===== src/rtl/wb_burst_master.sv =====
// Pipelined Wishbone burst initiator: incrementing word beats, bounded
// outstanding requests, registered read return and ack-timeout abort.
module wb_burst_master #(
    parameter int MAX_OUT        = 2,
    parameter int TIMEOUT_CYCLES = 64
) (
    input  logic        clk,
    input  logic        RST_N,
    input  logic        cmd_valid_i,
    output logic        cmd_ready_o,
    input  logic        cmd_write_i,
    input  logic [10:0] cmd_addr_i,
    input  logic [7:0]  cmd_len_i,
    input  logic [3:0]  cmd_be_i,
    input  logic        wdata_valid_i,
    output logic        wdata_ready_o,
    input  logic [31:0] wdata_i,
    output logic        rdata_valid_o,
    output logic [31:0] rdata_o,
    output logic        done_o,
    output logic        err_o,
    output logic        wb_cyc_o,
    output logic        wb_stb_o,
    output logic [3:0]  wb_we_o,
    output logic [10:0] wb_addr_o,
    output logic [31:0] wb_data_o,
    input  logic        wb_stall_i,
    input  logic        wb_ack_i,
    input  logic [31:0] wb_data_i
);
    localparam int            TW       = $clog2(TIMEOUT_CYCLES + 1);
    localparam logic [3:0]    MAXO     = 4'(MAX_OUT);
    localparam logic [TW-1:0] TMO_LAST = TW'(TIMEOUT_CYCLES - 1);

    typedef enum logic [2:0] {
        S_IDLE, S_RUN, S_DRAIN, S_DONE, S_ERR
    } state_t;

    state_t        state_q, state_d;
    logic          ready_q, ready_d;
    logic          write_q, write_d;
    logic [3:0]    be_q, be_d;
    logic [10:0]   addr_q, addr_d;
    logic [8:0]    left_q, left_d;
    logic [2:0]    out_q, out_d;
    logic [TW-1:0] tmo_q, tmo_d;
    logic          cyc_q, cyc_d;
    logic          stb_q, stb_d;
    logic [3:0]    we_q, we_d;
    logic [10:0]   wba_q, wba_d;
    logic [31:0]   wbd_q, wbd_d;
    logic          rv_q, rv_d;
    logic [31:0]   rd_q, rd_d;

    logic accept, ack_v, cmd_acc, tmo_hit;
    logic slot_free, load, busy;

    assign busy      = (state_q == S_RUN) || (state_q == S_DRAIN);
    assign accept    = stb_q && !wb_stall_i;
    assign ack_v     = wb_ack_i && (out_q != 3'd0);
    assign cmd_acc   = cmd_valid_i && ready_q;
    assign tmo_hit   = cyc_q && !wb_ack_i && !accept
                       && (tmo_q == TMO_LAST);
    // A same-cycle ack does not free its slot until next cycle.
    assign slot_free = ({1'b0, out_q} + {3'b000, stb_q}) < MAXO;
    assign load      = (state_q == S_RUN)
                       && (!stb_q || !wb_stall_i)
                       && (left_q != 9'd0)
                       && slot_free
                       && (!write_q || wdata_valid_i)
                       && !tmo_hit;

    always_comb begin
        state_d = state_q;
        write_d = write_q;
        be_d    = be_q;
        addr_d  = addr_q;
        left_d  = left_q;
        cyc_d   = cyc_q;
        stb_d   = stb_q;
        we_d    = we_q;
        wba_d   = wba_q;
        wbd_d   = wbd_q;
        out_d   = out_q;
        if (accept && !ack_v) begin
            out_d = out_q + 3'd1;
        end else if (!accept && ack_v) begin
            out_d = out_q - 3'd1;
        end
        if (!cyc_q || wb_ack_i || accept) begin
            tmo_d = '0;
        end else begin
            tmo_d = tmo_q + TW'(1);
        end
        rv_d = ack_v && busy && !write_q;
        rd_d = rv_d ? wb_data_i : 32'd0;

        if (load) begin
            stb_d  = 1'b1;
            we_d   = write_q ? be_q : 4'b0000;
            wba_d  = addr_q;
            wbd_d  = write_q ? wdata_i : 32'd0;
            addr_d = addr_q + 11'd4;
            left_d = left_q - 9'd1;
        end else if (accept) begin
            stb_d = 1'b0;
        end

        unique case (state_q)
            S_IDLE: begin
                if (cmd_acc) begin
                    write_d = cmd_write_i;
                    be_d    = cmd_be_i;
                    addr_d  = cmd_addr_i & 11'h7FC;
                    left_d  = {1'b0, cmd_len_i} + 9'd1;
                    if (cmd_write_i && (cmd_be_i == 4'b0000)) begin
                        state_d = S_ERR;
                    end else begin
                        state_d = S_RUN;
                        cyc_d   = 1'b1;
                    end
                end
            end
            S_RUN: begin
                if (tmo_hit) begin
                    state_d = S_ERR;
                end else if (accept && (left_q == 9'd0)) begin
                    state_d = S_DRAIN;
                end
            end
            S_DRAIN: begin
                if (tmo_hit) begin
                    state_d = S_ERR;
                end else if (ack_v && (out_q == 3'd1)) begin
                    state_d = S_DONE;
                    cyc_d   = 1'b0;
                end
            end
            S_DONE:  state_d = S_IDLE;
            S_ERR:   state_d = S_IDLE;
            default: state_d = S_IDLE;
        endcase

        // Abort drops the bus and forgets any beats still owed.
        if (state_d == S_ERR) begin
            cyc_d  = 1'b0;
            stb_d  = 1'b0;
            out_d  = 3'd0;
            left_d = 9'd0;
        end
        ready_d = (state_d == S_IDLE);
    end

    always_ff @(posedge clk or negedge RST_N) begin
        if (!RST_N) begin
            state_q <= S_IDLE;
            ready_q <= 1'b0;
            write_q <= 1'b0;
            be_q    <= 4'b0000;
            addr_q  <= 11'd0;
            left_q  <= 9'd0;
            out_q   <= 3'd0;
            tmo_q   <= '0;
            cyc_q   <= 1'b0;
            stb_q   <= 1'b0;
            we_q    <= 4'b0000;
            wba_q   <= 11'd0;
            wbd_q   <= 32'd0;
            rv_q    <= 1'b0;
            rd_q    <= 32'd0;
        end else begin
            state_q <= state_d;
            ready_q <= ready_d;
            write_q <= write_d;
            be_q    <= be_d;
            addr_q  <= addr_d;
            left_q  <= left_d;
            out_q   <= out_d;
            tmo_q   <= tmo_d;
            cyc_q   <= cyc_d;
            stb_q   <= stb_d;
            we_q    <= we_d;
            wba_q   <= wba_d;
            wbd_q   <= wbd_d;
            rv_q    <= rv_d;
            rd_q    <= rd_d;
        end
    end

    assign cmd_ready_o   = ready_q;
    assign wdata_ready_o = load && write_q;
    assign rdata_valid_o = rv_q;
    assign rdata_o       = rd_q;
    assign done_o        = (state_q == S_DONE);
    assign err_o         = (state_q == S_ERR);
    assign wb_cyc_o      = cyc_q;
    assign wb_stb_o      = stb_q;
    assign wb_we_o       = we_q;
    assign wb_addr_o     = wba_q;
    assign wb_data_o     = wbd_q;
endmodule

===== config.mk =====
export PLATFORM = sky130hd
export DESIGN_NAME = wb_burst_master
export DESIGN_NICKNAME = d
export VERILOG_FILES = /design/src/rtl/wb_burst_master.sv
export SDC_FILE = /design/constraint.sdc
export NUM_CORES = 1
export LEC_CHECK = 0
export BUFFER_PORTS_ARGS = -buffer_cell sky130_fd_sc_hd__buf_2
export CELL_PAD_IN_SITES_DETAIL_PLACEMENT = 1
export CELL_PAD_IN_SITES_GLOBAL_PLACEMENT = 1
export CORE_ASPECT_RATIO = 0.6
export CORE_MARGIN = 3
export CORE_UTILIZATION = 37
export DETAILED_ROUTE_END_ITERATION = 10
export GPL_ROUTABILITY_DRIVEN = 0
export PLACE_DENSITY = 0.77
export RECOVER_POWER = 100
export SYNTH_ARGS = -nofsm -noshare
export SYNTH_HDL_FRONTEND = slang
export SYNTH_SLANG_ARGS = --single-unit
export TNS_END_PERCENT = 20

===== constraint.sdc =====
create_clock -name clk -period 3.2 [get_ports clk]
set_clock_uncertainty 0.05 [all_clocks]
set_input_delay 0.48 -clock clk [delete_from_list [all_inputs] [get_ports clk]]
set_output_delay 0.48 -clock clk [all_outputs]
set_load 0.05 [all_outputs]

# == Word-level counts from Yosys, hierarchy flattened ==
# Cells that the tools add are included.
# classes
reduce_logical,43
n_mux,30
n_eq_ne,11
n_addsub,7
n_lt_le_gt_ge,1
# op_table
cell,n
two-way mux 32 bit,2
two-way mux 9 bit,4
two-way mux 11 bit,3
two-way mux 3 bit,9
logical AND 1 bit,19
nonzero test 3 bit,4
adder 11 x 3 -> 11 bit (second input constant),1
adder 8 x 1 -> 9 bit (second input constant),1
zero test 9 bit,1
one-hot mux 3 bit (3 select lines),1
nonzero test 9 bit,1
subtractor 9 x 1 -> 9 bit (second input constant),1
zero test 1 bit,8
two-way mux 1 bit,8
adder 7 x 1 -> 7 bit (second input constant),1
== test 7 x 6 -> 1 bit (second input constant),1
two-way mux 7 bit,1
== test 3 x 1 -> 1 bit (second input constant),2
== test 3 x 2 -> 1 bit (second input constant),2
== test 3 bit (second input constant),2
zero test 3 bit,2
inequality test 3 bit (second input constant),2
logical OR 1 bit,5
AND reduction 5 bit,1
other kinds (10),10
# word_totals
register_bits,121
inputBits,94

# == Logic depth before layout (Yosys ltp) ==
# Gate-level depths: netlist of run 1.
# depth
ltp_word,11
depth_mapped,10
depth_no_buf,9

# == Worst setup path before layout of run 1 ==
# Ideal clock, no wire load.
# synth_path
path_type,flip-flop to output port
start,register stb_q (netlist: wb_stb_o)
end,output port wdata_ready_o
arrival_time_ns,2.556
stages_incl_launch_ff,8
path_slack_ns,0.114
path_cell_list,dfrtp_1 > and2_1 > ha_1 > nor4b_2 > nand3_1 > a311oi_4 > buf_4 > and3_1
# synth_between
elab_chain_len,8
# synth_lines
element,line_no,text
start: declaration,48,"logic stb_q, stb_d;"
start signal: assignment,181,stb_q <= stb_d;
branches (longest 6 deep; another with adder 3 x 1 -> 4 bit),n/a,
logical AND 1 bit (*),71,&& !tmo_hit;
logical AND 1 bit (*),191,assign wdata_ready_o = load && write_q;
end: declaration,16,"output logic wdata_ready_o,"
# Every way passes the cells marked *.

# == Worst setup path after layout of run 1 ==
# layout_path
start,register out_q[0]
end,output port wdata_ready_o
# layout_between
elab_chain_len,6
# layout_lines
element,line_no,text
start: declaration,45,"logic [2:0] out_q, out_d;"
start signal: assignment,178,out_q <= out_d;
adder 3 x 1 -> 4 bit,65,"assign slot_free = ({1'b0, out_q} + {3'b000, stb_q}) < MAXO;"
< comparator 4 x 2 -> 1 bit,65,
logical AND 1 bit,69,&& slot_free
logical AND 1 bit,70,&& (!write_q || wdata_valid_i)
logical AND 1 bit,71,
logical AND 1 bit,191,
# No other way between the ends.

==> flow_summary.json, run 1 <==
{
  "clock_sinks": 117,
  "share_clk_of_total_power_pct": 53.8,
  "setup.reg_to_reg.worst_slack_ps": 270,
  "min_period_over_period_pct": 94.9,
  "layout_commonest_cell": "sky130_fd_sc_hd__dfrtp_1",
  "setup.worst_path.class": "flip-flop to output port",
  "finalSetupTns_ps": 0,
  "grt_overflow": 0,
  "synth_top_flop_cell": "sky130_fd_sc_hd__dfrtp_1",
  "detailedRoute.firstIterationViolations": 147,
  "area_growth_syn_to_layout_pct": 29.2,
  "yosysTopAreaCell": "sky130_fd_sc_hd__dfrtp_1",
  "row_count": 32,
  "sequential_cell_area_mm2": 0.00293,
  "grt_antenna_before_repair": 0,
  "worstHoldEndpoint": "rdata_o[28]",
  "post_drt_wl_per_cell_um": 18.0,
  "net_sw_share_pct": 24.0,
  "ant_nets": 0,
  "cp_max_delay_cell": "sky130_fd_sc_hd__dfrtp_1",
  "layout_min_cycle_time_ps": 3040,
  "drc": 0,
  "via_count_of_the_routed_design": 4254,
  "yosys-top-cells-area": "sky130_fd_sc_hd__dfrtp_1 (57%), sky130_fd_sc_hd__nand2_1 (7.6%), sky130_fd_sc_hd__o21ai_0 (4.5%)",
  "worst_setup_path_end_kind": "output port",
  "seq_area_frac_synth_pct": 57.2,
  "intPower_uw": 2610,
  "max_clock_freq_ghz": 0.329,
  "core_region_area_mm2": 0.0132,
  "maximum_number_of_pins_on_one_net_before_global_route_repair": 68,
  "cells_traversed_along_the_worst_timing_path": "and2_1 > ha_1 > nor4b_2 > nand3_1 > a311oi_4 > and3_4 > clkbuf_4",
  "p_leak_uw": 0.00313,
  "detailedPlacementHpwl_mm": 11.2,
  "die_h_um": 97.1,
  "power_density_cells_mw_per_mm2": 520,
  "fill_cells": 1561,
  "clockRootBuffer": "sky130_fd_sc_hd__clkbuf_16",
  "post-route-worst-setup-slack_ps": 162,
  "yosys_register_bits": 117,
  "min-delay-path-class": "input port to flip-flop",
  "hold_path_startpoint": "wb_data_i[28]",
  "grt_pass1_wl_mm": 25.4,
  "vias_per_cell": 4.96,
  "multi_input_comb_area_mm2": 0.00203,
  "hold_violations": 0,
  "most-common-layout-cells": "sky130_fd_sc_hd__dfrtp_1 (117), sky130_fd_sc_hd__nand2_1 (103), sky130_fd_sc_hd__buf_2 (90)",
  "detailedPlace.worstSlack_ps": 444,
  "number_of_enable_flip_flop_cells_after_synthesis": 0,
  "tightestPinTransition_ps": 1560,
  "area_of_the_die_mm2": 0.0153,
  "drt_pre_antenna_iters": 4,
  "start_util_pct": 38.8,
  "cp_data_required_time_ps": 2670,
  "power_switching_uw": 823,
  "die-width_um": 158,
  "post_synthesis_cell_count": 498,
  "numCtsBuffers": 17,
  "reg2regPathDepth": 6,
  "crit_path_start_kind": "flip-flop",
  "critPathMaxFanout": 5,
  "slowest_delay_ps": 440,
  "clk_pin_slew_worst_paths_ps": 60,
  "total_global_route_track_usage_pct": 21.1,
  "ys_async_sr_fraction_pct": 100,
  "post-synth-top-area-fraction_pct": 57.2,
  "ctsLongestPathBuffers": 2,
  "grt_pass1_vias": 4863,
  "cts.repair_timing.setup_buffer_count": 0,
  "floorplan.io_pins": 180,
  "ys.warnings.count": 0,
  "critPathArrivalTime_ps": 2510,
  "reg2reg_to": "wb_we_o[0]",
  "share_of_cells_above_drive_strength_1_pct": 21.5,
  "slew_headroom_pct": -3.89,
  "comb_power_share_pct": 3.1,
  "cts-htree-levels": 4,
  "synth.cell_area_mm2": 0.00512,
  "cts_tree": "done",
  "worst_hold_path_cell_count": 2,
  "worstReg2RegStart": "left_q[4]",
  "routed_wl_mm": 15.4,
  "cts_hold_buf": 0,
  "final_nets": 780,
  "cts_resized": 0,
  "synth_cell_types": 46,
  "report.final.setup_viol": 0,
  "vdd.ir_drop.worst_v": 0.000334,
  "placement.io_buffers": 175,
  "synth.avg_cell_area_um2": 10.3,
  "seq_power_share_pct": 43.1,
  "cap_violations": 2,
  "final-max-slew-violation-count": 27,
  "run_status": "complete, but fails checks",
  "grt_setup_unrepaired": "false",
  "worstSkewPairLatency_ps": 420,
  "insertedDiodeCount": 0,
  "failing_checks": "max-capacitance violations, max-slew violations"
}
==> cells in the mapped netlist (all sizes together), types with 2 or more instances <==
cell / number
dfrtp: 117
nor3: 3
or4: 3
nor4b: 2
nor2: 21
nand4: 3
a211oi: 6
nor3b: 2
inv: 8
nand2b: 2
a311oi: 2
and3: 8
nand3b: 2
clkbuf: 17
ha: 11
buf: 12
and3b: 2
a21oi: 6
xor2: 18
mux2: 10
xnor2: 10
nand2: 105
nand4b: 2
or2: 2
nor4: 5
nand3: 25
o21ai: 46
or3: 2
and2: 34
==> layout make-up <==
class                   instances  share of cell area (%)
repair buffers                186                    12.6
inverters                       8                   0.454
multi-input cells             345                    30.8
flip-flops and latches        117                    44.3
well taps                     170                    3.22
clock inverters                15                    2.21
clock buffers                  17                    6.43
==> sequential cells by signal, summed over array words and instances (netlist names), 3 cells and up <==
register / cells
addr_q: 9
be_q: 4
left_q: 9
out_q: 3
rdata_o: 32
state_q: 3
tmo_q: 7
wb_addr_o: 9
wb_data_o: 32
wb_we_o: 4
==> power groups by stage <==
stage / combinational (uW) / clock, uW / sequential [uW]
after CTS: 112 / 1880 / 1480
after detailed placement: 110 / 0 / 1510
after global routing: 120 / 1950 / 1480
after global placement: 106 / 0 / 1510
final: 106 / 1850 / 1480
after floorplan: 16.3 / 0 / 1510
==> per-stage QoR <==
stage	total power, uW	instances	utilization (%)	hold slack (ps)	instance area (um^2)
floorplan	1520	499	-	134	5120
global placement	1610	826	46.9	398	6180
detailed placement	1620	826	46.9	411	6180
CTS	3470	858	51.2	95.4	6750
global route	3550	858	50.2	222	6610
finish	3440	858	50.2	215	6610
==> metal layers <==
metal	up-vias	track usage, %	share of wire [%]
li1	2020	-	-
met1	2106	25.9	42
met4	0	6.00	0.76
met3	13	8.01	8.2
met5	-	0	0
met2	115	34.9	49
==> worst max-delay path, delay by kind of cell, from the launching register on <==
family / cells / cell delay [ps]
and+or+nand+nor: 4 / 850
DFF: 1 / 440
AOI/OAI and AO/OA: 1 / 280
adders and majority gates: 1 / 300
buffers and inverters: 1 / 230
==> kinds of logic (layout without fill, tap and decap cells) <==
kind of cell    after synthesis  in the layout  synth area share [%]
flops                       117            117                  57.2
xor+xnor                     28             28                  4.79
buf+inv                      37            226                  3.37
mux                          11             11                  2.40
other cells                   1              2                0.0733
simple gates                225            225                  21.4
compound gates               68             68                  8.02
fa+ha+maj                    11             11                  2.69
==> how the worst max path moves through the flow <==
stage / start / endpoint / slack (ps) / depth (start not counted)
finish: out_q[0] / wdata_ready_o / 160 / 7
global route: left_q[4] / wb_we_o[0] / 20 / 6
CTS: out_q[0] / wdata_ready_o / 20 / 7
detailed placement: out_q[0] / left_q[8] / 440 / 9
global placement: out_q[0] / left_q[8] / 480 / 9
floorplan: wb_stb_o / wdata_ready_o / 110 / 7
Power figures use the tool's default switching activity.
==> run 2, diff against run 1 <==
--- a/config.mk
+++ b/config.mk
@@ -15,6 +15,7 @@
 export GPL_ROUTABILITY_DRIVEN = 0
 export PLACE_DENSITY = 0.77
 export RECOVER_POWER = 100
+export SLEW_MARGIN = 20
 export SYNTH_ARGS = -nofsm -noshare
 export SYNTH_HDL_FRONTEND = slang
 export SYNTH_SLANG_ARGS = --single-unit
==> constraint.sdc (replaced) <==
create_clock -name clk -period 2.9 [get_ports clk]
set_clock_uncertainty 0.05 [all_clocks]
set_input_delay 0.435 -clock clk [delete_from_list [all_inputs] [get_ports clk]]
set_output_delay 0.435 -clock clk [all_outputs]
set_load 0.05 [all_outputs]
==> run 2 against run 1 <==
Effect of this change:
- the run now ends clean
- die area unchanged
- critical path depth unchanged
- worst hold slack worse by 30 ps
- clock power up 9%
- design area up 1.5%
- sequential power up 10%
- combinational power up 8%
- total power up 9.6%
- sequential share of layout area down 0.61 points
- final cell count up 1.0%
- first-iteration DRC count up 14%
- critical endpoint unchanged
- largest cell class unchanged
==> flow_summary.json, run 2 (synthesis results as in run 1) <==
{
  "clk_pin_slew_worst_paths_ps": 50,
  "grt_antenna_before_repair": 0,
  "run_status": "finished clean",
  "slew_headroom_pct": 13.7,
  "most-common-layout-cells": "sky130_fd_sc_hd__dfrtp_1 (115), sky130_fd_sc_hd__nand2_1 (103), sky130_fd_sc_hd__clkbuf_1 (96)",
  "post_dp_cell_area_mm2": 0.00624,
  "hold_violations": 0,
  "crit_path_start_kind": "flip-flop",
  "insertedDiodeCount": 0,
  "row_count": 32,
  "setup.worst_path.class": "flip-flop to output port",
  "area_growth_syn_to_layout_pct": 31.1,
  "hold_path_startpoint": "wb_data_i[14]",
  "numCtsBuffers": 17,
  "detailedPlacementHpwl_mm": 11.1,
  "die-width_um": 158,
  "critPathArrivalTime_ps": 2370,
  "max_clock_freq_ghz": 0.350,
  "critPathLaunch": "out_q[0]",
  "share_of_cells_above_drive_strength_1_pct": 22.4,
  "grt_overflow": 0,
  "vdd.ir_drop.worst_v": 0.000379,
  "clockRootBuffer": "sky130_fd_sc_hd__clkbuf_16",
  "min-delay-path-class": "input port to flip-flop",
  "p_leak_uw": 0.00316,
  "area_of_the_die_mm2": 0.0153,
  "fill_cells": 1589,
  "slowest_delay_ps": 370,
  "critPathMaxFanout": 2,
  "post_layout_nonfiller_instances": 867,
  "via_count_of_the_routed_design": 4331,
  "placedCellCount": 832,
  "min_period_over_period_pct": 98.5,
  "finalSetupTns_ps": 0,
  "design_area_mm2": 0.00671,
  "core_region_area_mm2": 0.0132,
  "layout_min_cycle_time_ps": 2860,
  "clock_sinks": 117,
  "worst-path-buf-inv": 1,
  "ant_nets": 0,
  "cp_max_delay_cell": "sky130_fd_sc_hd__dfrtp_1",
  "layout_commonest_cell": "sky130_fd_sc_hd__dfrtp_1",
  "path_delay_family": "simple AND/OR/NAND/NOR gates",
  "die_h_um": 97.1,
  "power_density_cells_mw_per_mm2": 561,
  "worstReg2RegStart": "out_q[0]",
  "floorplan.io_pins": 180,
  "maximum_number_of_pins_on_one_net_before_global_route_repair": 66,
  "routed_wl_mm": 15.7,
  "post_drt_wl_per_cell_um": 18.1,
  "cts_tree": "done",
  "start_util_pct": 38.8,
  "detailedRoute.firstIterationViolations": 167,
  "postLayoutCoreUtil_pct": 50.9,
  "report.final.setup_viol": 0,
  "cap_violations": 0,
  "grt_pass1_vias": 4853,
  "placement.io_buffers": 175,
  "drt_pre_antenna_iters": 4,
  "cells_traversed_along_the_worst_timing_path": "and2_4 > ha_4 > nor4b_4 > nand3_1 > a311oi_4 > and3_4 > buf_8",
  "cp_data_required_time_ps": 2410,
  "grt_pass1_wl_mm": 25.1,
  "final-max-slew-violation-count": 0,
  "final_nets": 789,
  "total_global_route_track_usage_pct": 21.0,
  "vias_per_cell": 5.00,
  "cts-htree-levels": 4,
  "ctsLongestPathBuffers": 2,
  "worst_setup_path_end_kind": "output port",
  "drc": 0,
  "tightestPinTransition_ps": 1290,
  "worstSkewPairLatency_ps": 400
}
==> run 2: cell count changes in the layout (fill, tap and decap cells not counted), sizes merged <==
cell    change
inv         -7
clkinv      -1
bufinv      +1
clkbuf     +10
buf         +6
==> run 2: worst register-to-register path, delay by kind of cell (launching register included) <==
family	cells	cell delay, ps
AND/OR/NAND/NOR	5	1160
AO/OA/AOI/OAI	2	540
flip-flops	1	370
buffers and inverters	2	360
adder cells (fa/ha/maj)	1	220
==> run 2: routing by layer <==
layer	vias to the layer above	track usage [%]	wire length, um
met3	27	8.86	1390
met2	149	33.2	7490
li1	2042	-	-
met5	-	0	0
met1	2113	25.7	6480
met4	0	7.67	305
==> run 2: repair_timing <==
item,4_1_cts,5_1_grt
hold endpoints to repair,0,0
hold buffers,0,0
resized for setup,3,6
setup endpoints to repair,1,1
buffers inserted,1,2
pin swaps,1,4
==> run 2: power by group <==
group          leakage, uW  switching [uW]  internal [uW]
registers          0.00162               0           1630
logic              0.00128            64.8           49.9
clock network     0.000264             733           1290
==> run 2: area by class of cell <==
cell class / instances / area [um^2] / area share, %
Clock inverter: 8 / 101 / 1.51
Tap cell: 170 / 213 / 3.17
Timing Repair Buffer: 195 / 903 / 13.5
Inverter: 8 / 30.0 / 0.448
Multi-Input combinational cell: 345 / 2070 / 30.8
Sequential cell: 117 / 2930 / 43.7
Clock buffer: 24 / 462 / 6.88
==> run 2: path summary, 6_finish.rpt <==
| kind | end | slack, ps | depth (start not counted) |
|---|---|---|---|
| max | wdata_ready_o | 40 | 7 |
| min | rdata_o[14] | 190 | 2 |
| max reg2reg | left_q[8] | 90 | 10 |
| min reg2reg | be_q[2] | 420 | 2 |
| max in group asynchronous | wb_we_o[3] | 640 | 2 |
| min in group asynchronous | left_q[5] | 270 | 1 |
==> run 2: stage by stage <==
stage / setup slack, ps / total power [uW] / hold WS, ps
6_report: 43.8 / 3770 / 185
5_1_grt: -12.7 / 3910 / 169
4_1_cts: 26.6 / 3820 / 34.4
3_5_place_dp: 188 / 1780 / 413
3_3_place_gp: 229 / 1780 / 392
2_1_floorplan: 121 / 1680 / 89.4
==> run 3, diff against run 2 <==
==> constraint.sdc (replaced) <==
create_clock -name clk -period 2.7 [get_ports clk]
set_clock_uncertainty 0.05 [all_clocks]
set_input_delay 0.405 -clock clk [delete_from_list [all_inputs] [get_ports clk]]
set_output_delay 0.405 -clock clk [all_outputs]
set_load 0.05 [all_outputs]
==> run 3 against run 2 <==
Effect of this change:
- the run now ends with negative setup slack left
- via count about the same
- clock-buffer cell count down 5
- first-iteration DRC count down 11%
- sequential cell count did not move
- total power up 13%
- core utilization rose by 0.73 points
- final cell count up 0.23%
- register-to-register slack improved by 20 ps
- combinational power increased by 9%
- wire length shrank 0.68%
- design area rose by 1.4%
- sequential power increased by 7%
- critical endpoint unchanged
==> flow_summary.json, run 3 (synthesis results as in run 1) <==
{
  "detailedPlacementHpwl_mm": 11.1,
  "vdd.ir_drop.worst_v": 0.000441,
  "layout_min_cycle_time_ps": 2730,
  "clock_sinks": 117,
  "share_of_cells_above_drive_strength_1_pct": 23.7,
  "run_status": "complete, but fails checks",
  "report.final.setup_viol": 1,
  "hold_path_startpoint": "wb_data_i[10]",
  "min-delay-path-class": "input port to flip-flop",
  "slew_headroom_pct": 15.9,
  "postLayoutCoreUtil_pct": 51.7,
  "post-route-worst-setup-slack_ps": -28.5,
  "area_of_the_die_mm2": 0.0153,
  "worstHoldEndpoint": "rdata_o[10]",
  "final-max-slew-violation-count": 0,
  "vias_per_cell": 4.99,
  "clk_pin_slew_worst_paths_ps": 60,
  "ant_nets": 0,
  "drt_pre_antenna_iters": 5,
  "floorplan.io_pins": 180,
  "via_count_of_the_routed_design": 4332,
  "slowest_delay_ps": 380,
  "grt_overflow": 0,
  "cp_max_delay_cell": "sky130_fd_sc_hd__dfrtp_1",
  "crit_path_start_kind": "flip-flop",
  "worst-path-buf-inv": 1,
  "power_density_cells_mw_per_mm2": 624,
  "ctsLongestPathBuffers": 2,
  "drc": 0,
  "worstSkewPairLatency_ps": 420,
  "layout_commonest_cell": "sky130_fd_sc_hd__dfrtp_1",
  "post_drt_wl_per_cell_um": 17.9,
  "numCtsBuffers": 17,
  "final_nets": 791,
  "setup.reg_to_reg.worst_slack_ps": 110,
  "area_growth_syn_to_layout_pct": 33.0,
  "cap_violations": 0,
  "grt_pass1_wl_mm": 25.6,
  "failing_checks": "negative setup slack",
  "core_region_area_mm2": 0.0132,
  "detailedRoute.firstIterationViolations": 149,
  "critPathArrivalTime_ps": 2270,
  "cells_traversed_along_the_worst_timing_path": "and2_4 > ha_4 > nor4b_4 > nand3_2 > a311oi_4 > and3_4 > buf_8",
  "path_delay_family": "simple AND/OR/NAND/NOR gates",
  "worst_setup_path_end_kind": "output port",
  "hold_violations": 0,
  "start_util_pct": 38.8,
  "detailedPlace.worstSlack_ps": 41.3,
  "tightestPinTransition_ps": 1260,
  "cts_tree": "done",
  "maximum_number_of_pins_on_one_net_before_global_route_repair": 59,
  "grt_setup_unrepaired": "true",
  "total_global_route_track_usage_pct": 21.5,
  "row_count": 32,
  "die-width_um": 158,
  "reg2reg_to": "left_q[4]",
  "max_clock_freq_ghz": 0.367,
  "p_leak_uw": 0.00323,
  "min_period_over_period_pct": 101,
  "most-common-layout-cells": "sky130_fd_sc_hd__dfrtp_1 (115), sky130_fd_sc_hd__nand2_1 (103), sky130_fd_sc_hd__buf_2 (90)",
  "placement.io_buffers": 175,
  "grt_antenna_before_repair": 1,
  "die_h_um": 97.1,
  "cts-htree-levels": 4,
  "reg2regPathDepth": 10,
  "setup.worst_path.class": "flip-flop to output port",
  "cp_data_required_time_ps": 2250,
  "insertedDiodeCount": 0,
  "grt_pass1_vias": 4877,
  "critPathMaxFanout": 2,
  "worstReg2RegStart": "out_q[0]",
  "routed_wl_mm": 15.6,
  "worst_hold_path_cell_count": 2,
  "clockRootBuffer": "sky130_fd_sc_hd__clkbuf_16"
}
run 3: changes by cell type in the layout (fill, tap and decap cells not counted), moves of 2 or more:
cell	delta
sky130_fd_sc_hd__and2_0	-22
sky130_fd_sc_hd__and2_1	+22
sky130_fd_sc_hd__clkbuf_1	-8
sky130_fd_sc_hd__buf_4	+3
sky130_fd_sc_hd__clkinv_4	+3
sky130_fd_sc_hd__clkinv_2	-2
sky130_fd_sc_hd__inv_6	+2
run 3: where the power goes:
group          internal [uW]  switching [uW]  leakage [uW]
clock network           1490             880      0.000286
registers               1750               0       0.00162
logic                   55.1            70.3       0.00133
run 3: cell type report:
| class | instances | area, um^2 |
|---|---|---|
| Tap cell | 170 | 213 |
| Clock inverter | 13 | 173 |
| Fill cell | 1522 | 6370 |
| Sequential cell | 117 | 2930 |
| Clock buffer | 19 | 443 |
| Multi-Input combinational cell | 345 | 2070 |
| Timing Repair Buffer | 197 | 942 |
| Inverter | 8 | 30.0 |
run 3: through the flow:
stage               hold WS, ps  power (uW)  instances  TNS (ps)  area [um^2]
finish                      137        4250        869     -28.5         6810
global route                124        4390        869      -141         6810
CTS                         128        4280        866     -60.6         6910
detailed placement          339        1920        830         0         6230
global placement            339        1910        830         0         6230
floorplan                  59.4        1810        499         0         5130
run 3: routing by layer:
metal	global-route usage, %	vias up	wire [um]
li1	-	2037	-
met1	26.9	2119	6680
met2	34.1	151	7320
met3	9.21	23	1330
met4	6.20	2	210
met5	0	-	13
run 3: repair_timing:
| action | in CTS | in global routing |
|---|---|---|
| hold buffers | 1 | 0 |
| gates resized for setup | 7 | 2 |
| endpoints found under the setup margin | 2 | 3 |
| pin swaps | 3 | 5 |
| cloned | 0 | 0 |
| hold endpoints to repair | 31 | 0 |
| setup buffers | 3 | 3 |
run 3: worst max-delay path by stage:
stage	from	to	slack, ps	cells past startpoint
floorplan	wb_stb_o	wdata_ready_o	10	7
global placement	wb_stb_o	wdata_ready_o	110	7
detailed placement	wb_stb_o	left_q[4]	40	9
CTS	wb_stb_o	wdata_ready_o	-60	7
global route	out_q[0]	wdata_ready_o	-120	7
finish	out_q[0]	wdata_ready_o	-30	7
